**config.mk**
```make
export PLATFORM = sky130hd
export DESIGN_NAME = alarm_bank
export DESIGN_NICKNAME = d
export VERILOG_FILES = /design/src/rtl/alarm_bank_pkg.sv /design/src/rtl/alarm_bank_channel.sv /design/src/rtl/alarm_bank.sv
export SDC_FILE = /design/constraint.sdc
export NUM_CORES = 1
export LEC_CHECK = 0
export BUFFER_PORTS_ARGS = -buffer_cell sky130_fd_sc_hd__buf_2
export CAP_MARGIN = 20
export CORE_MARGIN = 8
export CORE_UTILIZATION = 55
export DETAILED_ROUTE_END_ITERATION = 8
export PLACE_DENSITY = 0.74
export SLEW_MARGIN = 20
export SYNTH_ARGS = -nofsm -noshare
export SYNTH_HDL_FRONTEND = slang
export SYNTH_HIERARCHICAL = 1
export SYNTH_SLANG_ARGS = --single-unit
```
**constraint.sdc**
```tcl
create_clock -name clock -period 2.15 [get_ports clock]
set_input_delay 0.43 -clock clock [delete_from_list [all_inputs] [get_ports clock]]
set_output_delay 0.43 -clock clock [all_outputs]
set_load 0.05 [all_outputs]
```
**src/rtl/alarm_bank_pkg.sv**
```systemverilog
// Shared definitions for the alarm bank.
// Mode encodings and the select-width helper.
package alarm_bank_pkg;

  typedef enum logic {
    ALARM_ONESHOT  = 1'b0,
    ALARM_PERIODIC = 1'b1
  } alarm_mode_e;

  localparam int ALARM_MAX_N = 16;

  function automatic int alarm_sel_w(input int n);
    return (n <= 1) ? 1 : $clog2(n);
  endfunction

endpackage

```
**src/rtl/alarm_bank_channel.sv**
```systemverilog
// One alarm channel: countdown, one-shot or periodic reload,
// sticky bell and overrun flags.
module alarm_bank_channel
  import alarm_bank_pkg::*;
#(
  parameter int W = 8
) (
  input  logic         clock,
  input  logic         reset,
  input  logic         tick,
  input  logic         load,
  input  logic         kill,
  input  logic [W-1:0] value,
  input  logic         mode,
  input  logic         ack,
  output logic         bell,
  output logic         overrun,
  output logic         active
);

  logic [W-1:0] count;
  logic [W-1:0] period;
  alarm_mode_e  mode_q;
  logic         expire;

  // load/kill on this channel pre-empt the expiry
  assign expire = tick && (count == W'(1)) && !load && !kill;
  assign active = (count != '0);

  always_ff @(posedge clock or negedge reset) begin
    if (!reset) begin
      count  <= '0;
      period <= '0;
      mode_q <= ALARM_ONESHOT;
    end else if (load) begin
      count  <= value;
      period <= value;
      mode_q <= alarm_mode_e'(mode);
    end else if (kill) begin
      count <= '0;
    end else if (expire) begin
      count <= (mode_q == ALARM_PERIODIC) ? period : '0;
    end else if (tick && (count > W'(1))) begin
      count <= count - W'(1);
    end
  end

  always_ff @(posedge clock or negedge reset) begin
    if (!reset) begin
      bell    <= 1'b0;
      overrun <= 1'b0;
    end else if (load) begin
      bell    <= 1'b0;
      overrun <= 1'b0;
    end else if (expire) begin
      bell    <= 1'b1;
      overrun <= ack ? 1'b0 : (overrun | bell);
    end else if (ack) begin
      bell    <= 1'b0;
      overrun <= 1'b0;
    end
  end

endmodule

```
**src/rtl/alarm_bank.sv**
```systemverilog
// N-channel alarm bank with shared put/stop port and masked irq.
// Optional shared prescaler enabled by ALARM_BANK_PRESCALE_EN.
module alarm_bank
  import alarm_bank_pkg::*;
#(
  parameter int W  = 8,
  parameter int N  = 4,
  parameter int CW = alarm_sel_w(N)
`ifdef ALARM_BANK_PRESCALE_EN
  ,
  parameter int PW = 8
`endif
) (
  input  logic          clock,
  input  logic          reset,
  input  logic [CW-1:0] sel,
  input  logic [W-1:0]  value,
  input  logic          mode,
  input  logic          put,
  input  logic          stop,
  input  logic [N-1:0]  ack,
  input  logic [N-1:0]  mask,
`ifdef ALARM_BANK_PRESCALE_EN
  input  logic [PW-1:0] div,
`endif
  output logic [N-1:0]  bell,
  output logic [N-1:0]  overrun,
  output logic [N-1:0]  active,
  output logic          irq
);

  logic         tick;
  logic         sel_ok;
  logic [N-1:0] load;
  logic [N-1:0] kill;

`ifdef ALARM_BANK_PRESCALE_EN
  logic [PW-1:0] pre;

  assign tick = (pre == div);

  always_ff @(posedge clock or negedge reset) begin
    if (!reset) begin
      pre <= '0;
    end else begin
      pre <= tick ? '0 : pre + PW'(1);
    end
  end
`else
  assign tick = 1'b1;
`endif

  assign sel_ok = (int'(sel) < N);

  for (genvar g = 0; g < N; g++) begin : g_ch
    // put wins over stop on the same channel
    assign load[g] = put && sel_ok && (sel == CW'(g));
    assign kill[g] = stop && !put && sel_ok && (sel == CW'(g));

    alarm_bank_channel #(
      .W(W)
    ) u_ch (
      .clock   (clock),
      .reset   (reset),
      .tick    (tick),
      .load    (load[g]),
      .kill    (kill[g]),
      .value   (value),
      .mode    (mode),
      .ack     (ack[g]),
      .bell    (bell[g]),
      .overrun (overrun[g]),
      .active  (active[g])
    );
  end

  always_ff @(posedge clock or negedge reset) begin
    if (!reset) begin
      irq <= 1'b0;
    end else begin
      irq <= |(bell & mask);
    end
  end

endmodule

```
* After elaboration in Yosys (flattened, before gate mapping)
Cells that the tools add are included.
** Word-level totals
- Flip-flop bits (word level) :: 77
- Input bits :: 23
- Logic and storage cells :: 125
** Operators by class
- Add/subtract/negate cells :: 4
- Magnitude comparators :: 4
- Equal/unequal tests :: 7
- Muxes and demuxes :: 44
- Bitwise operators :: 5
- Reduce and logical (&&, ||, !) cells :: 40
** Operators with widths (count)
- 8-bit 2-to-1 mux :: 20
- 8-bit by 1-bit equality test with 1-bit output (second input constant) :: 4
- 8-bit by 1-bit greater-than comparator with 1-bit output (second input constant) :: 4
- 8-bit nonzero test :: 4
- 8-bit by 1-bit subtractor with 8-bit output (second input constant) :: 4
- 1-bit 2-to-1 mux :: 24
- 1-bit logical AND :: 17
- 4-bit nonzero test :: 4
- 3-bit nonzero test :: 4
- 1-bit zero test :: 9
- 4-bit bitwise AND :: 1
- 2-bit equality test (second input constant) :: 2
- 1-bit OR :: 4
- 4-bit OR reduction :: 1
- 2-bit by 1-bit equality test with 1-bit output (second input constant) :: 1
- 2-bit zero test :: 1

* Longest topological paths before layout
- Depth after elaboration :: 8
- Depth in mapped cells :: 7

* Hierarchy
Netlist, hierarchy kept.
** By module, submodules not included
- alarm_bank_channel at g_ch[0].u_ch ... :: instances 2, cells each 125, area each 1123.6 sq um, seq. area each 475.5 sq um
- alarm_bank_channel at g_ch[2].u_ch ... :: instances 2, cells each 122, area each 1113.6 sq um, seq. area each 475.5 sq um
- alarm_bank :: instances 1, cells each 15, area each 131.4 sq um, seq. area each 25.0 sq um

* Worst setup path before layout
OpenSTA, ideal clock, no wires.
- Kind :: reg-to-output
- From :: register g_ch[2].u_ch.count[4]
- To :: output active[2]
- Arrival :: 1.429 ns
- Data required time :: 1.720 ns
- Path slack :: 0.291 ns
- Cell stages (with the launch flop) :: 4
- Path buffers :: 0
- Path through :: dfrtp_1 -> or4_4 -> nor3_4 -> nand2_1
** Between the ends
- Longest elaborated chain between the ends :: 1
** Ends and longest elaborated chain
- from (decl) :: line alarm_bank_channel.sv:21 : logic [W-1:0] count;
- from (signal assigned) :: line alarm_bank_channel.sv:36 : count <= value;
- from (signal assigned) :: line alarm_bank_channel.sv:42 : count <= (mode_q == ALARM_PERIODIC) ? period : '0;
- from (signal assigned) :: line alarm_bank_channel.sv:44 : count <= count - W'(1);
- 8-bit nonzero test :: line alarm_bank_channel.sv:28 : assign active = (count != '0);
- to (decl) :: line alarm_bank.sv:28 : output logic [N-1:0] active,
No other way between the ends.

* Worst setup path in the final report
- From :: register g_ch[2].u_ch.count[5]
- To :: output active[2]
Same word-level chain as after synthesis.

==> reports/summary.txt <==
most frequent cells in the layout: nand2_1 (76), dfrtp_1 (72), inv_1 (46)
Mapped Cells: 509
leakage: 2.52 nW
power per cell area: 1080 nW/um2
Slew @ Worst Pin: 600 ps
htree depth: 3
Rel. slew slack: 0.598
IR drop worst, VDD: 0.549 mV
synthesized area: 4610 um2
Clk network pwr share: 0.225
FF-to-FF path depth: 6
clk buf depth: 2
max_cap viols: 0
Final Skew: 11.8 ps
post-route ant nets: 0
number of global-route vias before repair: 4,177
worst flop-to-flop path startpoint: g_ch[2].u_ch/count[4]$_DFFE_PN0P_
crit share post-route: 1.02
Critical Path Slowest Stage Cell: or4_4
Synth Flop Type: dfrtp_1
CTS tree: built
residual DRC count: 0
flop-to-flop setup slack: 150 ps
count of different cell masters after synthesis: 59
post-synthesis async set-or-reset flop share: 1.00
syn_area_per_cell: 9.05 um2
Synth Register Bits: 77
largest driver fanout on the critical path: 4
failing checks: negative setup slack
cell family with most CP delay: simple AND/OR/NAND/NOR gates
Clock transition at path regs: 90 ps
final worst setup slack: -32.8 ps
count of final hold-check violations: 0
status: complete, but fails checks
cts hold-fix bufs: 0
Via Count: 4,190
CTS sink cnt: 77
data required time of the worst path: 1720 ps
die width: 108 um
fillers: 702
Net Sw Power: 0.00226 W
number of synthesized flops with an enable pin: 0
Num CTS Buffers: 9
area added between synthesis and finish: 18.4%
Finished Cell Area: 5450 um2
Skew-Pair Late Insertion Delay: 350 ps
root buffer cell: clkbuf_8
total core area: 8180 um2
register area share after synthesis: 0.418
Nets: 623
drt first-iter violations: 171
die area: 11,600 um2
fraction of final layout cells sized beyond drive strength 1: 0.243
gr usage total: 0.222
crit end category: output pin
gr ovfl total: 0
final WL: 12,300 um
Starting Density: 0.563
maximum clock rate: 458 MHz
Avg WL per Cell: 17.6 um
startpoint class of the critical path: register
Setup TNS: -60.2 ps
RSZ-0062 raised after global routing: yes
first-pass GRT wire length: 20,400 um
crit-path max cell delay: 560 ps
drt via density: 6.00
Min-Delay Path Class: input pin to async pin
largest net degree at the start of global routing: 38
RR Endpoint: g_ch[2].u_ch/count[0]$_DFFE_PN0P_
Post-Place Cells: 674
minimum clock period: 2180 ps
Sequential Power Share: 0.389
yosys warns: 6
Post-DP Area: 5120 um2
row cnt: 33
Layout Cells excl Fill: 698
most common cell after layout, fill and taps aside: nand2_1
DRT Pass-1 Iters: 5
Power, Total: 0.00591 W
I/O pins: 36
Sw Share: 0.383
Slew Viols, Final: 0
Int Power: 0.00364 W
input/output buffers: 35
Worst EP arrival: 1750 ps
Critical Path, Cell by Cell: or4_4, nor3_4, nand2_1, buf_6
Die Y-Extent: 108 um
worst hold slack: 35.4 ps
antenna violations before repair: 1
GP Congestion: 0.937
Bufs and invs on worst path: 1
critical path type: register to output pin
setup violators final: 2
Logic pwr share: 0.386
Detail Placement HPWL: 8940 um
==> layout make-up <==
cell class | instances | area (um2) | share of cell area
flip-flops and latches | 77 | 1930 | 0.355
diodes | 1 | 2.50 | 0.000459
inverters | 46 | 173 | 0.0317
repair buffers | 69 | 458 | 0.0840
well taps | 105 | 131 | 0.0241
clock inverters | 6 | 113 | 0.0207
multi-input cells | 385 | 2520 | 0.462
clock buffers | 9 | 124 | 0.0227
==> stage by stage <==
step | util | setup slack [ps]
final | 0.667 | -32.8
after detailed placement | 0.626 | 154
after global routing | 0.667 | -121
after global placement | 0.626 | 169
after CTS | 0.662 | -107
after floorplan | - | 291
==> per-layer routing <==
metal | wire (um) | share of wire | vias to the layer above | GRT usage
met2 | 6030 | 0.49 | 128 | 0.359
li1 | - | - | 2006 | -
met4 | 163 | 0.013 | 2 | 0.0733
met3 | 754 | 0.061 | 17 | 0.0497
met1 | 5340 | 0.43 | 2037 | 0.287
met5 | 14 | 0.0011 | - | 0
==> state kept, by name, indices dropped and copies added (netlist names) <==
signal	cells
g_ch.u_ch/mode_q	4
g_ch.u_ch/overrun	4
g_ch.u_ch/count	32
g_ch.u_ch/period	32
irq	1
g_ch.u_ch/bell	4
==> cells by family (layout without fill, tap and decap cells) <==
family | Yosys count | count (layout) | synth area share
buffers and inverters | 58 | 130 | 0.0478
adder cells (fa/ha/maj) | 12 | 12 | 0.0326
XOR/XNOR | 10 | 10 | 0.0190
other | 1 | 13 | 0.000814
AND/OR/NAND/NOR | 201 | 201 | 0.240
flip-flops | 77 | 77 | 0.418
AO/OA/AOI/OAI | 130 | 130 | 0.194
multiplexers | 20 | 20 | 0.0473
==> timing repair <==
item	CTS	global route
setup buffers	4	4
endpoints found under the hold margin	0	0
cloned	0	0
gates resized for setup	9	2
pin swaps	3	2
endpoints found under the setup margin	3	8
==> cells in the mapped netlist, types with 4 or more instances <==
master	instances	area share
a21o_1	4	0.0065
a21oi_1	6	0.0065
a221o_1	4	0.0087
a22oi_1	4	0.0065
a31oi_1	20	0.027
a32oi_1	4	0.0076
and4_1	4	0.0076
clkbuf_1	10	0.0082
dfrtp_1	77	0.42
ha_1	12	0.033
inv_1	46	0.037
mux2_2	14	0.034
mux2i_1	6	0.013
nand2_1	76	0.062
nand3_1	10	0.011
nand4_1	8	0.011
nor2_1	33	0.027
nor3_1	15	0.016
nor3b_1	5	0.0082
nor3b_2	4	0.011
nor4_1	8	0.011
o211ai_1	6	0.0098
o21ai_0	42	0.046
o21ai_1	8	0.0087
o221ai_1	4	0.0076
o41ai_1	4	0.0076
or2_2	4	0.0054
or3b_2	4	0.0076
or4_4	4	0.0098
xnor2_1	8	0.015
==> power groups by stage <==
stage / registers [W] / clock network (W) / logic (W)
floorplan: 0.00223 / 0 / 0.00153
global placement: 0.00233 / 0 / 0.00200
detailed placement: 0.00234 / 0 / 0.00207
CTS: 0.00228 / 0.00136 / 0.00220
global route: 0.00236 / 0.00142 / 0.00252
finish: 0.00230 / 0.00133 / 0.00228
==> worst max path at each step <==
| stage | cells past startpoint | start | endpoint | slack (ps) |
|---|---|---|---|---|
| 2_1_floorplan | 3 | g_ch[2].u_ch/count[4]$_DFFE_PN0P_ | active[2] | 290 |
| 3_3_place_gp | 7 | put | g_ch[0].u_ch/count[5]$_DFFE_PN0P_ | 170 |
| 3_5_place_dp | 8 | put | g_ch[0].u_ch/count[2]$_DFFE_PN0P_ | 150 |
| 4_1_cts | 4 | g_ch[3].u_ch/count[2]$_DFFE_PN0P_ | active[3] | -110 |
| 5_1_grt | 4 | g_ch[2].u_ch/count[5]$_DFFE_PN0P_ | active[2] | -120 |
| 6_report | 4 | g_ch[2].u_ch/count[5]$_DFFE_PN0P_ | active[2] | -30 |
Power figures use the tool's default switching activity.
